### src/rtl/led_sequence_driver.sv
// ---------------------------------------------------------------------------
// led_sequence_driver
//
// Output side of the Genius game. A 2-bit colour code from the controller is
// turned into a timed one-hot pulse on the four colour LEDs, followed by an
// all-dark gap. A separate request produces an all-LED blink pattern, used
// for win/fail indication. The controller steps through a stored sequence
// with a request/done handshake, one item at a time.
//
// Ports
//   clk          system clock
//   rst_n        asynchronous active-low reset
//   enable_led   single-item display request (sampled only when idle)
//   color        colour code: 00 green, 01 red, 10 blue, 11 yellow
//   speed        1 = fast on-time, 0 = slow on-time (sampled with enable_led)
//   all_leds     all-LED blink request (sampled only when idle, wins a tie)
//   busy         high while a display or blink is in progress
//   done         one-cycle pulse when an item or blink sequence completes
//   led_green/led_red/led_blue/led_yellow   registered LED drives, active high
// ---------------------------------------------------------------------------
module led_sequence_driver #(
    parameter int COLOR_CODEFY_W = 2,
    parameter int CNT_W          = 26,
    parameter int FAST_ON_CYCLES = 12_500_000,
    parameter int SLOW_ON_CYCLES = 25_000_000,
    parameter int GAP_CYCLES     = 5_000_000,
    parameter int FLASH_CYCLES   = 10_000_000,
    parameter int FLASH_COUNT    = 3
) (
    input  logic                      clk,
    input  logic                      rst_n,
    input  logic                      enable_led,
    input  logic [COLOR_CODEFY_W-1:0] color,
    input  logic                      speed,
    input  logic                      all_leds,
    output logic                      busy,
    output logic                      done,
    output logic                      led_green,
    output logic                      led_red,
    output logic                      led_blue,
    output logic                      led_yellow
);

    // Flash counter needs at least one bit even when FLASH_COUNT is 1.
    localparam int FC_W = (FLASH_COUNT > 1) ? $clog2(FLASH_COUNT) : 1;

    localparam logic [CNT_W-1:0] FAST_LD  = CNT_W'(FAST_ON_CYCLES - 1);
    localparam logic [CNT_W-1:0] SLOW_LD  = CNT_W'(SLOW_ON_CYCLES - 1);
    localparam logic [CNT_W-1:0] GAP_LD   = CNT_W'(GAP_CYCLES - 1);
    localparam logic [CNT_W-1:0] FLASH_LD = CNT_W'(FLASH_CYCLES - 1);
    localparam logic [FC_W-1:0]  FC_LAST  = FC_W'(FLASH_COUNT - 1);

    // Parameter sanity: durations must be at least one cycle and every
    // reload value must fit the counter.
    localparam longint CNT_LIM = longint'(1) << CNT_W;
    if (COLOR_CODEFY_W != 2) begin : g_bad_color_w
        $error("COLOR_CODEFY_W must be 2");
    end
    if (FAST_ON_CYCLES < 1 || SLOW_ON_CYCLES < 1 || GAP_CYCLES < 1 ||
        FLASH_CYCLES < 1 || FLASH_COUNT < 1) begin : g_bad_min
        $error("duration and count parameters must be >= 1");
    end
    if (longint'(FAST_ON_CYCLES) - 1 >= CNT_LIM ||
        longint'(SLOW_ON_CYCLES) - 1 >= CNT_LIM ||
        longint'(GAP_CYCLES)     - 1 >= CNT_LIM ||
        longint'(FLASH_CYCLES)   - 1 >= CNT_LIM) begin : g_bad_fit
        $error("duration parameters do not fit in CNT_W bits");
    end

    typedef enum logic [2:0] {
        IDLE      = 3'd0,
        SHOW      = 3'd1,
        GAP       = 3'd2,
        FLASH_ON  = 3'd3,
        FLASH_OFF = 3'd4
    } state_t;

    state_t                      state, state_nxt;
    logic [CNT_W-1:0]            cnt, cnt_nxt;
    logic [FC_W-1:0]             fcnt, fcnt_nxt;
    logic [COLOR_CODEFY_W-1:0]   color_q, color_nxt;
    logic                        speed_q, speed_nxt;
    logic                        done_nxt;
    logic [3:0]                  led_nxt;   // {green, red, blue, yellow}

    always_comb begin
        state_nxt = state;
        // Saturating down-count; every non-idle state ends when this reads 0.
        cnt_nxt   = (cnt != '0) ? cnt - CNT_W'(1) : '0;
        fcnt_nxt  = fcnt;
        color_nxt = color_q;
        speed_nxt = speed_q;
        done_nxt  = 1'b0;

        case (state)
            IDLE: begin
                cnt_nxt = cnt;
                if (all_leds) begin
                    state_nxt = FLASH_ON;
                    cnt_nxt   = FLASH_LD;
                    fcnt_nxt  = '0;
                end else if (enable_led) begin
                    state_nxt = SHOW;
                    color_nxt = color;
                    speed_nxt = speed;
                    cnt_nxt   = speed ? FAST_LD : SLOW_LD;
                end
            end
            SHOW: begin
                if (cnt == '0) begin
                    state_nxt = GAP;
                    cnt_nxt   = GAP_LD;
                end
            end
            GAP: begin
                if (cnt == '0) begin
                    state_nxt = IDLE;
                    done_nxt  = 1'b1;
                end
            end
            FLASH_ON: begin
                if (cnt == '0) begin
                    state_nxt = FLASH_OFF;
                    cnt_nxt   = FLASH_LD;
                end
            end
            FLASH_OFF: begin
                if (cnt == '0) begin
                    if (fcnt == FC_LAST) begin
                        state_nxt = IDLE;
                        done_nxt  = 1'b1;
                    end else begin
                        state_nxt = FLASH_ON;
                        fcnt_nxt  = fcnt + FC_W'(1);
                        cnt_nxt   = FLASH_LD;
                    end
                end
            end
            default: begin
                state_nxt = IDLE;
                cnt_nxt   = '0;
            end
        endcase

        // LEDs are a decode of the next state so they change on the same
        // edge that accepts a request.
        led_nxt = 4'b0000;
        if (state_nxt == SHOW)
            led_nxt = 4'b1000 >> color_nxt;
        else if (state_nxt == FLASH_ON)
            led_nxt = 4'b1111;
    end

    always_ff @(posedge clk or negedge rst_n) begin
        if (!rst_n) begin
            state      <= IDLE;
            cnt        <= '0;
            fcnt       <= '0;
            color_q    <= '0;
            speed_q    <= 1'b0;
            busy       <= 1'b0;
            done       <= 1'b0;
            led_green  <= 1'b0;
            led_red    <= 1'b0;
            led_blue   <= 1'b0;
            led_yellow <= 1'b0;
        end else begin
            state      <= state_nxt;
            cnt        <= cnt_nxt;
            fcnt       <= fcnt_nxt;
            color_q    <= color_nxt;
            speed_q    <= speed_nxt;
            busy       <= (state_nxt != IDLE);
            done       <= done_nxt;
            led_green  <= led_nxt[3];
            led_red    <= led_nxt[2];
            led_blue   <= led_nxt[1];
            led_yellow <= led_nxt[0];
        end
    end

endmodule
### config.mk
export PLATFORM = sky130hd
export DESIGN_NAME = led_sequence_driver
export DESIGN_NICKNAME = d
export VERILOG_FILES = /design/src/rtl/led_sequence_driver.sv
export SDC_FILE = /design/constraint.sdc
export NUM_CORES = 1
export LEC_CHECK = 0
export ABC_CLOCK_PERIOD_IN_PS = 3400
export BUFFER_PORTS_ARGS = -buffer_cell sky130_fd_sc_hd__buf_4
export CORE_ASPECT_RATIO = 0.75
export CORE_MARGIN = 1.5
export CORE_UTILIZATION = 50
export DETAILED_ROUTE_END_ITERATION = 8
export PLACE_DENSITY = 0.67
export RECOVER_POWER = 100
export SETUP_SLACK_MARGIN = 0.4
export SKIP_LAST_GASP = 1
export SLEW_MARGIN = 20
export SYNTH_ARGS = -nofsm -noshare
export SYNTH_HDL_FRONTEND = slang
export SYNTH_SLANG_ARGS = --single-unit
export TNS_END_PERCENT = 1
### constraint.sdc
create_clock -name clk -period 3.4 [get_ports clk]
set_input_delay 0.68 -clock clk [delete_from_list [all_inputs] [get_ports clk]]
set_output_delay 0.68 -clock clk [all_outputs]
set_load 0.05 [all_outputs]
==> flow_results.org <==
** Outcome
- Status :: finished, violations left
- Violated checks :: max-capacitance violations, max-slew violations

** Floorplan
- 13 I/O pins were placed.
- Placement Rows :: 21
- Height of the chip :: 63.03 um
- Initial core utilization :: 0.5285
- The die covers 0.005234 mm^2.
- From left edge to right edge, the die measures about 83 um.
- Floorplan core area :: 0.004546 mm^2

** CTS
- The H-tree was split into 2 levels.
- Clk sink count :: 39
- TritonCTS clock tree :: yes
- After clock tree synthesis, the clock-pin slew on the worst setup and hold paths is 90 ps.
- Post-CTS repair changed the size of 0 cells.
- Count of hold-fix buffers inserted at cts :: 0
- Once the clock tree was built, the setup fixing pass inserted 0 buffers.
- Number of buffers inserted during clock tree synthesis :: 5
- In this run the deepest clock path goes through 2 buffers.
- The clock reaches the later pin of the worst-skew pair after 300 ps.
- Root Driver :: sky130_fd_sc_hd__clkbuf_8

** Worst setup path
- By startpoint and endpoint, the worst setup path is classified as reg -> reg.
- Flop2flop setup slack :: ~420 ps
- Data arrives at the worst endpoint at 3180 ps.
- Data on the critical path is required at its endpoint by 3590 ps.
- Worst-path maximum fanout :: 7
- The kind of cell with the highest combined delay along the critical path is simple AND/OR/NAND/NOR gates.
- Critical Path End Type :: flip-flop
- The endpoint identified for the worst register-to-register timing path is cnt[19].
- The startpoint identified for the worst register-to-register timing path is cnt[5].
- Delay contributed by the slowest stage of the critical path :: 620 ps
- Critical path cell sequence :: or4_1, or4b_1, nor4_1, o211a_1, o21ai_0, a211o_1
- Counting cells, the worst reg-to-reg path comes to 6.
- Library cell contributing the largest single delay on the critical path :: sky130_fd_sc_hd__or4_1
- CP startpoint kind :: flip-flop
- Together, buffers and inverters on the worst path number 0.

** Global routing
- Overall overflow remaining after global route :: 0
- The via count of the first global-routing pass came to 2090.
- Global-route usage over all layers :: 0.2743
- Entering global routing, the biggest net connects 40 pins.
- The first global-routing pass estimated 11210 um of wire.
- Antenna violations before repair :: 0

** Drt
- Using the TritonRoute via totals, the vias-per-cell ratio works out to 6.672.
- Post-DR wirelength/cell :: 19.29 um
- For this run, design rule violations remaining after detail routing come to 0.
- Initial DRT Pass Iterations :: 6
- Detailed Route Iter0 Violations :: 310
- Antenna-violating nets left :: 0
- Via count :: 2382
- For this block, the routed nets add up to about 7000 um of wire.

** Yosys
- Share of async-settable or async-resettable flops after synthesis :: 1.000
- Post-Syn Area :: 0.002402 mm^2
- Number of enable-type register cells in the synthesized netlist :: 0
- Counting flops and latches in the post-synthesis netlist gives 39.
- Synthesis instantiated 52 different standard cells from the library.
- Number of warnings issued by yosys :: 0
- Post-Synthesis Cells :: 289
- Each instance of the synthesized netlist takes up on average 8.312 um^2.
- Of the synthesized area, sequential elements account for 0.4063.
- Synthesized Nets :: 299
- Dominant register cell in the synthesized netlist :: sky130_fd_sc_hd__dfrtp_1

** Timing
- Of the available clock period, the critical path in the final layout requires 0.8776.
- Setup violations remaining at the end of the flow were counted as 0.
- At the pin with the least slew margin, the transition time is 2140 ps.
- The final-report hold violation count is 0.
- The max-slew violation total from the final report was 40.
- Clock skew on the completed layout was measured at 9.282 ps.
- The worst path in the final design needs a cycle of 2984 ps, including I/O delays and setup.
- Unrepaired setup endpoints after global routing :: false
- After routing, the total negative slack on setup checks comes to 0 ps.
- On the final layout, the worst hold slack is 544.7 ps.
- Max-slew headroom at the worst pin :: -0.4269
- FMAX :: 335.1 MHz

** Placed design
- Final Wtd Congestion :: 0.9353
- Count of port buffers added during placement :: 12
- Including well taps, the total number of placed cells is roughly 350.
- Final HPWL from detailed placement :: approximately 4700 um

** Power and ir drop
- The share of total power dissipated in sequential elements is 0.516.
- The completed layout was analyzed and its total power is 0.9056 mW.
- Of the total power, the clock network draws 0.451.
- The worst-case IR drop observed on VDD is roughly 0.00022 V.
- Switch share :: 0.2319
- Of the total power, combinational logic draws 0.033.
- Internal Pwr Total :: 0.6956 mW
- Sw Pwr :: 0.2100 mW
- In this run the power density over the cells is between 300 and 400 mW/mm^2.
- Static leakage :: 0.9767 nW

** Min path
- The worst hold path terminates at cnt[17].
- Instance count along the most critical hold path :: 2
- Class of the tightest hold or removal check :: reg -> reg
- Start point of the worst hold path :: cnt[17]

** Layout
- After the last flow step, the layout net total stands at slightly above 300.
- Share of post-route cells with drive strength above 1 :: 0.08667
- For this run, the share of the core covered by cells in the final layout is 0.5769.
- Area growth, synth to finish :: 9.167%
- The count of cells in the finished layout, fillers not included, comes to roughly 360.
- The number of antenna diodes in the final layout is 0.

** Job
- Across the run, the number of max-cap violations was 1.
[cells in the final DEF, fill, tap and decap left out, types with 11 or more instances in the layout]
cell type | Yosys | layout
sky130_fd_sc_hd__nand2_1 | 15 | 15
sky130_fd_sc_hd__buf_4 | 0 | 11
sky130_fd_sc_hd__or3_1 | 13 | 13
sky130_fd_sc_hd__nor3_1 | 18 | 18
sky130_fd_sc_hd__dfrtp_1 | 39 | 39
sky130_fd_sc_hd__inv_1 | 12 | 12
sky130_fd_sc_hd__a21oi_1 | 23 | 23
sky130_fd_sc_hd__nor2_1 | 37 | 37
sky130_fd_sc_hd__o21ai_0 | 25 | 26
[final cells by class]
| cell class | instances | area, um^2 |
|---|---|---|
| Inverter | 13 | 48.80 |
| Tap cell | 57 | 71.32 |
| Clock inverter | 3 | 46.29 |
| Clock buffer | 5 | 68.82 |
| Fill cell | 416 | 1923 |
| Multi-Input combinational cell | 220 | 1295 |
| Timing Repair Buffer | 20 | 116.4 |
| Sequential cell | 39 | 975.9 |
[synthesized netlist by cell type, types with 4 or more instances]
| library cell | n | area [um^2] |
|---|---|---|
| sky130_fd_sc_hd__a21oi_1 | 23 | 115.1 |
| sky130_fd_sc_hd__nor4_1 | 4 | 25.02 |
| sky130_fd_sc_hd__nor3_1 | 18 | 90.09 |
| sky130_fd_sc_hd__inv_1 | 12 | 45.04 |
| sky130_fd_sc_hd__nand3_1 | 9 | 45.04 |
| sky130_fd_sc_hd__o21ai_0 | 25 | 125.1 |
| sky130_fd_sc_hd__nor2_1 | 37 | 138.9 |
| sky130_fd_sc_hd__nand2_1 | 15 | 56.30 |
| sky130_fd_sc_hd__dfrtp_1 | 39 | 975.9 |
| sky130_fd_sc_hd__xnor2_1 | 4 | 35.03 |
| sky130_fd_sc_hd__o22ai_1 | 7 | 43.79 |
| sky130_fd_sc_hd__clkbuf_1 | 15 | 56.30 |
| sky130_fd_sc_hd__or3_1 | 13 | 81.33 |
| sky130_fd_sc_hd__a31oi_1 | 5 | 31.28 |
[worst register-to-register path, stage by stage (launching register included)]
cell and delay, ps:
sky130_fd_sc_hd__dfrtp_1 420, sky130_fd_sc_hd__or4_1 620, sky130_fd_sc_hd__or4b_1 580, sky130_fd_sc_hd__nor4_1 460, sky130_fd_sc_hd__o211a_1 360, sky130_fd_sc_hd__o21ai_0 120
sky130_fd_sc_hd__a211o_1 310
[worst max-delay path by stage]
stage / slack [ps] / start / depth (start not counted) / end
global placement: 690 / cnt[20] / 6 / cnt[19]
global route: 300 / cnt[19] / 6 / cnt[19]
detailed placement: 550 / cnt[20] / 6 / cnt[19]
CTS: 540 / cnt[20] / 6 / cnt[19]
floorplan: 780 / cnt[20] / 7 / led_blue
finish: 420 / cnt[5] / 6 / cnt[19]
[metal layers]
layer  part of all wire  GRT usage  vias up
li1                   -          -     1090
met3               0.12    0.08190       16
met4              0.015    0.05208        0
met5                  0          0        -
met2               0.42     0.3902      167
met1               0.45     0.4131     1109
[state kept, by name, indices dropped and copies added (netlist names)]
signal      cells
done            1
led_blue        1
led_yellow      1
led_green       1
state           3
color_q         2
cnt            26
fcnt            2
led_red         1
busy            1
[power by group through the flow]
stage	Sequential [mW]	Clock (mW)	Combinational, mW
after detailed placement	0.477	0	0.0302
after floorplan	0.477	0	0.0110
after global placement	0.477	0	0.0304
after CTS	0.468	0.409	0.0305
after global routing	0.468	0.430	0.0339
final	0.468	0.408	0.0299
[cell families (layout without fill, tap and decap cells)]
group	count (synthesis)	in the layout	synth area share
AND/OR/NAND/NOR	115	115	0.2443
buffers and inverters	30	41	0.05051
multiplexers	5	5	0.02240
adder cells (fa/ha/maj)	3	3	0.01563
XOR/XNOR	6	6	0.02187
flip-flops	39	39	0.4063
AO/OA/AOI/OAI	91	91	0.2391
[stage by stage]
| step | worst slack [ps] | instance area (um^2) |
|---|---|---|
| detailed placement | 550.1 | 2551 |
| global route | 303.6 | 2623 |
| floorplan | 781.9 | 2402 |
| finish | 416.2 | 2623 |
| global placement | 690.7 | 2551 |
| CTS | 539.4 | 2666 |
No activity file was read; power rests on OpenSTA's default activity.
